## config.mk

```make
export PLATFORM = sky130hd
export DESIGN_NAME = adder_rr_scheduler
export DESIGN_NICKNAME = d
export VERILOG_FILES = /design/src/rtl/adder_rr_scheduler_pkg.sv /design/src/rtl/adder_rr_scheduler_adder.sv /design/src/rtl/adder_rr_scheduler.sv
export SDC_FILE = /design/constraint.sdc
export NUM_CORES = 1
export LEC_CHECK = 0
export CORE_ASPECT_RATIO = 2
export CORE_MARGIN = 1.5
export CORE_UTILIZATION = 45
export DETAILED_ROUTE_END_ITERATION = 16
export HOLD_SLACK_MARGIN = 0.15
export PLACE_DENSITY = 0.88
export SLEW_MARGIN = 20
export SYNTH_ARGS = -nofsm -noshare
export SYNTH_HDL_FRONTEND = slang
export SYNTH_SLANG_ARGS = --single-unit
```

## constraint.sdc

```tcl
create_clock -name clk -period 6.3 [get_ports clk]
set_clock_uncertainty 0.15 [all_clocks]
set_input_delay 0.945 -clock clk [delete_from_list [all_inputs] [get_ports clk]]
set_output_delay 0.945 -clock clk [all_outputs]
set_load 0.01 [all_outputs]
```

## src/rtl/adder_rr_scheduler_pkg.sv

```systemverilog
// Shared types and default constants for the round-robin adder scheduler.
package adder_rr_scheduler_pkg;

  typedef enum logic {
    IDLE   = 1'b0,
    LOCKED = 1'b1
  } state_e;

  localparam int unsigned DEF_N         = 25;
  localparam int unsigned DEF_NREQ      = 4;
  localparam int unsigned DEF_MAX_BURST = 20;

endpackage

```

## src/rtl/adder_rr_scheduler_adder.sv

```systemverilog
// Existing combinational adder; carry out of the top bit is discarded.
module adder
  import adder_rr_scheduler_pkg::*;
#(
  parameter int unsigned WIDTH = DEF_N
) (
  input  logic [WIDTH-1:0] input1,
  input  logic [WIDTH-1:0] input2,
  output logic [WIDTH-1:0] sum
);

  assign sum = input1 + input2;

endmodule

```

## src/rtl/adder_rr_scheduler.sv

```systemverilog
// Round-robin packet arbiter feeding one shared adder with a registered,
// backpressured result stage.
module adder_rr_scheduler
  import adder_rr_scheduler_pkg::*;
#(
  parameter  int unsigned N         = DEF_N,
  parameter  int unsigned NREQ      = DEF_NREQ,
  parameter  int unsigned MAX_BURST = DEF_MAX_BURST,
  localparam int unsigned ID_W      = $clog2(NREQ)
) (
  input  logic              clk,
  input  logic              rst,
  input  logic [NREQ-1:0]   req_valid,
  input  logic [NREQ-1:0]   req_last,
  input  logic [NREQ*N-1:0] req_op1,
  input  logic [NREQ*N-1:0] req_op2,
  output logic [NREQ-1:0]   req_ready,
  output logic              res_valid,
  input  logic              res_ready,
  output logic [N-1:0]      res_sum,
  output logic [ID_W-1:0]   res_id,
  output logic              res_last,
  output logic              busy,
  output logic [31:0]       flit_cnt
);

  localparam int unsigned BW = $clog2(MAX_BURST + 1);

  state_e            state_q, state_d;
  logic [ID_W-1:0]   owner_q, owner_d;
  logic [ID_W-1:0]   rr_ptr_q, rr_ptr_d;
  logic [BW-1:0]     burst_cnt_q, burst_cnt_d;
  logic              res_valid_q, res_valid_d;
  logic [N-1:0]      res_sum_q, res_sum_d;
  logic [ID_W-1:0]   res_id_q, res_id_d;
  logic              res_last_q, res_last_d;
  logic [31:0]       flit_cnt_q, flit_cnt_d;

  logic              accept, xfer, release_now, found;
  logic [ID_W-1:0]   pick;
  int unsigned       cand;
  logic [N-1:0]      op1, op2, sum;

  // Cyclic search starting at rr_ptr; first hit wins.
  always_comb begin
    found = 1'b0;
    pick  = rr_ptr_q;
    cand  = 0;
    for (int unsigned i = 0; i < NREQ; i++) begin
      cand = 32'(rr_ptr_q) + i;
      if (cand >= NREQ) cand = cand - NREQ;
      if (!found && req_valid[ID_W'(cand)]) begin
        found = 1'b1;
        pick  = ID_W'(cand);
      end
    end
  end

  always_comb begin
    op1 = req_op1[owner_q*N +: N];
    op2 = req_op2[owner_q*N +: N];
  end

  adder #(.WIDTH(N)) u_adder (
    .input1 (op1),
    .input2 (op2),
    .sum    (sum)
  );

  assign accept      = (state_q == LOCKED) && (!res_valid_q || res_ready);
  assign req_ready   = accept ? (NREQ'(1) << owner_q) : '0;
  assign xfer        = accept && req_valid[owner_q];
  assign release_now = xfer && (req_last[owner_q] ||
                                (32'(burst_cnt_q) + 32'd1 == MAX_BURST));

  always_comb begin
    state_d     = state_q;
    owner_d     = owner_q;
    rr_ptr_d    = rr_ptr_q;
    burst_cnt_d = burst_cnt_q;
    case (state_q)
      IDLE: begin
        if (found) begin
          owner_d     = pick;
          burst_cnt_d = '0;
          state_d     = LOCKED;
        end
      end
      LOCKED: begin
        if (xfer) begin
          burst_cnt_d = burst_cnt_q + 1'b1;
          if (release_now) begin
            state_d  = IDLE;
            rr_ptr_d = (32'(owner_q) == NREQ - 1) ? '0 : owner_q + 1'b1;
          end
        end
      end
      default: state_d = IDLE;
    endcase
  end

  // A transfer overwrites the result even if it is being drained this cycle.
  always_comb begin
    res_valid_d = res_valid_q;
    res_sum_d   = res_sum_q;
    res_id_d    = res_id_q;
    res_last_d  = res_last_q;
    flit_cnt_d  = flit_cnt_q;
    if (xfer) begin
      res_valid_d = 1'b1;
      res_sum_d   = sum;
      res_id_d    = owner_q;
      res_last_d  = req_last[owner_q];
      flit_cnt_d  = flit_cnt_q + 32'd1;
    end else if (res_ready) begin
      res_valid_d = 1'b0;
    end
  end

  always_ff @(posedge clk) begin
    if (rst) begin
      state_q     <= IDLE;
      owner_q     <= '0;
      rr_ptr_q    <= '0;
      burst_cnt_q <= '0;
      res_valid_q <= 1'b0;
      res_sum_q   <= '0;
      res_id_q    <= '0;
      res_last_q  <= 1'b0;
      flit_cnt_q  <= '0;
    end else begin
      state_q     <= state_d;
      owner_q     <= owner_d;
      rr_ptr_q    <= rr_ptr_d;
      burst_cnt_q <= burst_cnt_d;
      res_valid_q <= res_valid_d;
      res_sum_q   <= res_sum_d;
      res_id_q    <= res_id_d;
      res_last_q  <= res_last_d;
      flit_cnt_q  <= flit_cnt_d;
    end
  end

  assign res_valid = res_valid_q;
  assign res_sum   = res_sum_q;
  assign res_id    = res_id_q;
  assign res_last  = res_last_q;
  assign busy      = (state_q == LOCKED);
  assign flit_cnt  = flit_cnt_q;

endmodule

```

# Word-level counts from Yosys, hierarchy flattened
# Index checks and enable logic that the tools add are counted.
dict set report classes {
  n_bitwise 1
  n_shift 3
  order_cmp 9
  n_addsub 12
  n_mul 1
  eq_ne 4
  muxes 35
  n_reduce_logical 16
}
# op count
set op_table {}
lappend op_table {{$shiftx A100 B8 Y25} 2}
lappend op_table {{$add A32 B1 Y32 const B} 1}
lappend op_table {{$add A25 B25 Y25} 1}
lappend op_table {{$mux W2} 9}
lappend op_table {{$lt A2 B3 Y1 const B} 5}
lappend op_table {{$mux W1} 15}
lappend op_table {{$bmux W1 S2} 6}
lappend op_table {{$mux W5} 2}
lappend op_table {{$pmux W5 S2} 1}
lappend op_table {{$ge A3 B3 Y1 const B} 3}
lappend op_table {{$sub A2 B1 Y2 const B} 4}
lappend op_table {{$mul A2 B5 Y7 const B} 1}
lappend op_table {{$add A2 B2 Y3 const B} 2}
lappend op_table {{$add A5 B1 Y6 const B} 1}
lappend op_table {{$eq A6 B5 Y1 const B} 1}
lappend op_table {{$logic_and A1 B1 Y1} 6}
lappend op_table {{$add A5 B1 Y5 const B} 1}
lappend op_table {{$logic_not A1 Y1} 4}
lappend op_table {{$mux W4} 1}
lappend op_table {{$reduce_and A2 Y1} 2}
lappend op_table {{$shl A1 B2 Y4 const A} 1}
lappend op_table {{$add A2 B1 Y3 const B} 1}
lappend op_table {{$ge A2 B3 Y1 const B} 1}
lappend op_table {{$reduce_and A3 Y1} 1}
lappend op_table {{other kinds (8)} 9}
dict set report word_totals {
  output_inout_bits 66
  ff_bits 71
  input_bits 211
  elab_cells 90
}

# Longest topological paths before layout
dict set report depth {
  depth_word 16
  ltp_mapped 11
  depth_no_buf 9
}

# Hierarchy
# A second synthesis with hierarchy kept.
dict set report unflattened {
  hier_cells 626
  area_unflattened_um2 5617.9
}
# module cells_each area_per_inst_um2 seq_area_each_um2 instances
set by_module_without_submodules {}
lappend by_module_without_submodules {adder_rr_scheduler 442 4302.9 1421.4 1}
lappend by_module_without_submodules {adder 184 1315.0 0.0 1}

# Least setup slack after synthesis
# OpenSTA, ideal clock, no wires.
dict set report synth_timing {
  path_kind {input to register}
  start {input port req_op1[75]}
  end {register res_sum_q[20], in the netlist res_sum[20]}
  slack_ns 2.719
  setup_time_ns 0.117
  required_ns 6.033
  cell_stages 9
  path_buffers 0
  arrival_time_ns 3.314
  path_cell_list {mux4_2 > ha_1 > fa_1 > a211oi_1 > o21ai_0 > o2111ai_1 > a21oi_1 > o31a_1 > a32o_1}
}
dict set report synth_between {
  elab_chain_len 2
}
# element line_no
set synth_rtl {}
lappend synth_rtl {{start: declaration} adder_rr_scheduler.sv:15} ;# input logic [NREQ*N-1:0] req_op1,
lappend synth_rtl {{$shiftx A100 B8 Y25} adder_rr_scheduler.sv:60} ;# op1 = req_op1[owner_q*N +: N];
lappend synth_rtl {{$add A25 B25 Y25} adder_rr_scheduler_adder.sv:12} ;# assign sum = input1 + input2;
lappend synth_rtl {{end signal: assignment} adder_rr_scheduler.sv:137} ;# res_sum_q <= res_sum_d;
lappend synth_rtl {{end: declaration} adder_rr_scheduler.sv:34} ;# logic [N-1:0] res_sum_q, res_sum_d;
# No other way between the ends.
# A chain may end at the register's enable or synchronous reset.

# Final worst setup path
dict set report layout_timing {
  start {input port req_op1[0]}
  end {register res_sum_q[20], in the netlist res_sum[20]}
}
# The elaborated chain is that of the path after synthesis.

==> impl_metrics.toml <==
[routing]
drt-total-wl_um = 18900
wl_met2_um = 10900
drt-wirelength-per-cell_um = 18.8
ant_nets = 0
drc = 0
vias = 5929
routed.top_layer = "met4"
drt-initial-drc-count = 295
wl_met1_um = 6480
route.met3.wl_um = 874
viasPerCell = 5.91
firstDrtPassIters = 5

[timing]
finalSetupTns_ns = 0
tightest_slew_ns = 1.06
period_minus_slack_ns = 4.06
hold_viol_final = 0
rsz0062_at_grt = "no"
clock.fmax_mhz = 246
relSlewSlack_pct = 29.0
drv_slew = 0
fin_crit_sh_pct = 64.4
setup_viol = 0

[grt]
antenna_found_initial = 0
grt_pass1_vias = 6108
grt_usage_pct = 29.5
grt_first_pass_wirelength_um = 29800
grt_max_degree = 68
grt-ovfl-total = 0

[critical_path]
cp.arrival_ns = 4.14
start_kind = "primary input"
crit-reg2reg-launch = "owner_q[0]"
critPathKind = "in -> reg"
ff2ff_path_depth = 9
crit_path_max_fanout = 5
crit_required_ns = 6.38
r2r_setup_slack_ns = 2.33
endpoint_kind = "flop"
rr_endpoint = "res_sum[20]"

[placement]
dp.final_hpwl_um = 15300
placement.cell_area_um2 = 8400
portBuffers = 276
gp_congestion = 0.941

[cts]
cts_tree = "built"
cts_buffers = 9
htreeDepth = 3
holdBufCountCts = 0
clk_pin_slew_ns = 0.06
clock-root-buffer = "clkbuf_16"
cts.sinks = 71
worstSkewPairLatency_ns = 0.33
cts_resized = 0
postCtsSetupBuffers = 0
clk_path_buf_depth = 2

[hold_path]
whs_path_depth = 2
min_path_type = "reg -> reg"
timing.hold.worst.start = "res_sum[6]"
min_delay_worst_endpoint = "res_sum[6]"

[pwr]
power.density_nw_per_um2 = 194
ir_drop_uv = 185
p_leak_nw = 3.15

[synthesis]
synth.distinct_cells = 65
synth.area.top_cells = "dfxtp_1, mux4_2, ha_1"
ys_ff_latch = 71
yosys.area.top_type_share_pct = 25.5
postSynthCellCount = 593
synth_warnings = 0
synth_fp_nets = 835
synth_ff_type = "dfxtp_1"
synth_edf_count = 0
synth_top_cell_by_area = "dfxtp_1"
netlist_area_um2 = 5570
ys_seq_area_share_pct = 25.5
post_synth.cell_area_avg_um2 = 9.40
async_flop_share_pct = 0

[die]
die_w_um = 81.7
rows = 57
fp.dieArea_um2 = 13100
die_y_um = 160
start_util_pct = 46.0
ios = 277
core-area_um2 = 12100

[status]
status = "finished, final reports clean"

[final_layout]
area_growth_pct = 56.5
nFillCells = 929
antenna_cells = 0
nets = 1093
drive_gt1_share_pct = 10.4
finish.instance_area_um2 = 8720

[flow_run]
cap_violations = 0
-- flip-flops by register name, indices dropped and copies added (netlist names) --
| name | flops |
|---|---|
| burst_cnt_q | 5 |
| busy | 1 |
| flit_cnt | 32 |
| owner_q | 2 |
| res_id | 2 |
| res_last | 1 |
| res_sum | 25 |
| res_valid | 1 |
| rr_ptr_q | 2 |
-- worst max path at each step --
stage | depth (start not counted) | endpoint | startpoint
2_1_floorplan | 9 | res_sum[20] | req_op1[75]
5_1_grt | 9 | res_sum[20] | owner_q[0]
3_3_place_gp | 10 | res_sum[20] | req_op1[0]
4_1_cts | 10 | res_sum[20] | req_op1[0]
3_5_place_dp | 10 | res_sum[20] | req_op1[0]
6_report | 10 | res_sum[20] | req_op1[0]
-- through the flow --
step	util, %	cells	total power [mW]	setup WS (ns)	hold WS (ns)
2_1_floorplan	-	593	0.873	2.72	0.278
3_3_place_gp	69.3	987	1.12	2.01	0.289
3_5_place_dp	69.3	987	1.14	1.96	0.294
4_1_cts	72.0	1003	1.69	2.29	0.302
5_1_grt	72.0	1003	1.76	2.14	0.317
6_report	72.0	1003	1.69	2.24	0.300
-- critical path: stages --
cell,delay (ns)
clkdlybuf4s50_1,0.43
mux4_2,0.47
ha_1,0.24
fa_1,0.43
a211oi_1,0.27
o21ai_0,0.29
o2111ai_1,0.37
a21oi_1,0.18
o31a_1,0.30
a32o_1,0.20
-- report_power, final --
group	leakage, nW	total, mW	internal, mW	switching, mW
clock	0.160	0.555	0.368	0.187
sequential	0.577	0.501	0.473	0.0276
combinational	2.41	0.633	0.342	0.291
-- synth_stat cells, types with 2 or more instances --
master and n:
a31oi_1 4, nor2b_1 4, nand4_4 2, a21oi_1 53
a211oi_1 10, a21o_1 13, mux4_2 51, nand3b_1 2
and2_1 4, a32o_1 7, xor2_1 23, mux2i_1 3
or2_2 2, o311ai_0 2, nand3_1 21, a2111oi_2 2
or3_1 12, dfxtp_1 71, o211ai_1 4, inv_1 10
buf_4 2, nand2_1 63, buf_2 10, o21bai_1 2
nor4_4 2, clkbuf_1 17, nand4_1 10, and4_1 5
nor2_1 50, and3_1 11, xnor2_1 16, nand2b_1 3
nor3_1 11, ha_1 30, o21ai_0 26, o21a_1 3
buf_1 3, nor3b_1 2
-- placed cells by master, fill, tap and decap left out, types with 11 or more instances in the layout --
cell | synthesis | final
nand2_1 | 63 | 63
nor3_1 | 11 | 11
or3_1 | 12 | 12
clkdlybuf4s50_1 | 0 | 275
dfxtp_1 | 71 | 69
xnor2_1 | 16 | 16
a21o_1 | 13 | 13
and3_1 | 11 | 11
ha_1 | 30 | 30
mux4_2 | 51 | 51
xor2_1 | 23 | 23
nor2_1 | 50 | 50
a21oi_1 | 53 | 53
nand3_1 | 21 | 21
o21ai_0 | 26 | 26
-- metal layers --
| metal | track usage (%) | up-vias |
|---|---|---|
| met1 | 30.3 | 2855 |
| met3 | 4.43 | 44 |
| met2 | 56.3 | 264 |
| li1 | - | 2766 |
| met4 | 12.2 | 0 |
| met5 | 0 | - |
-- logic make-up after synthesis --
group	Yosys count	synth area share [%]
flip-flops	71	25.5
adder cells (fa/ha/maj)	31	7.09
multiplexers	55	21.4
AND/OR/NAND/NOR	214	20.1
buffers and inverters	43	3.39
XOR/XNOR	39	6.13
AO/OA/AOI/OAI	140	16.5
-- final cells by class --
type,count,area [µm²],share of cell area [%]
multi-input combinational,479,3960,45.4
timing repair buffer,280,2790,32.0
sequential,71,1430,16.4
clock buffer,13,260,2.98
tap,147,184,2.11
clock inverter,3,65.1,0.746
inverter,10,37.5,0.430
Note: power is estimated with default switching activity, not from simulation.
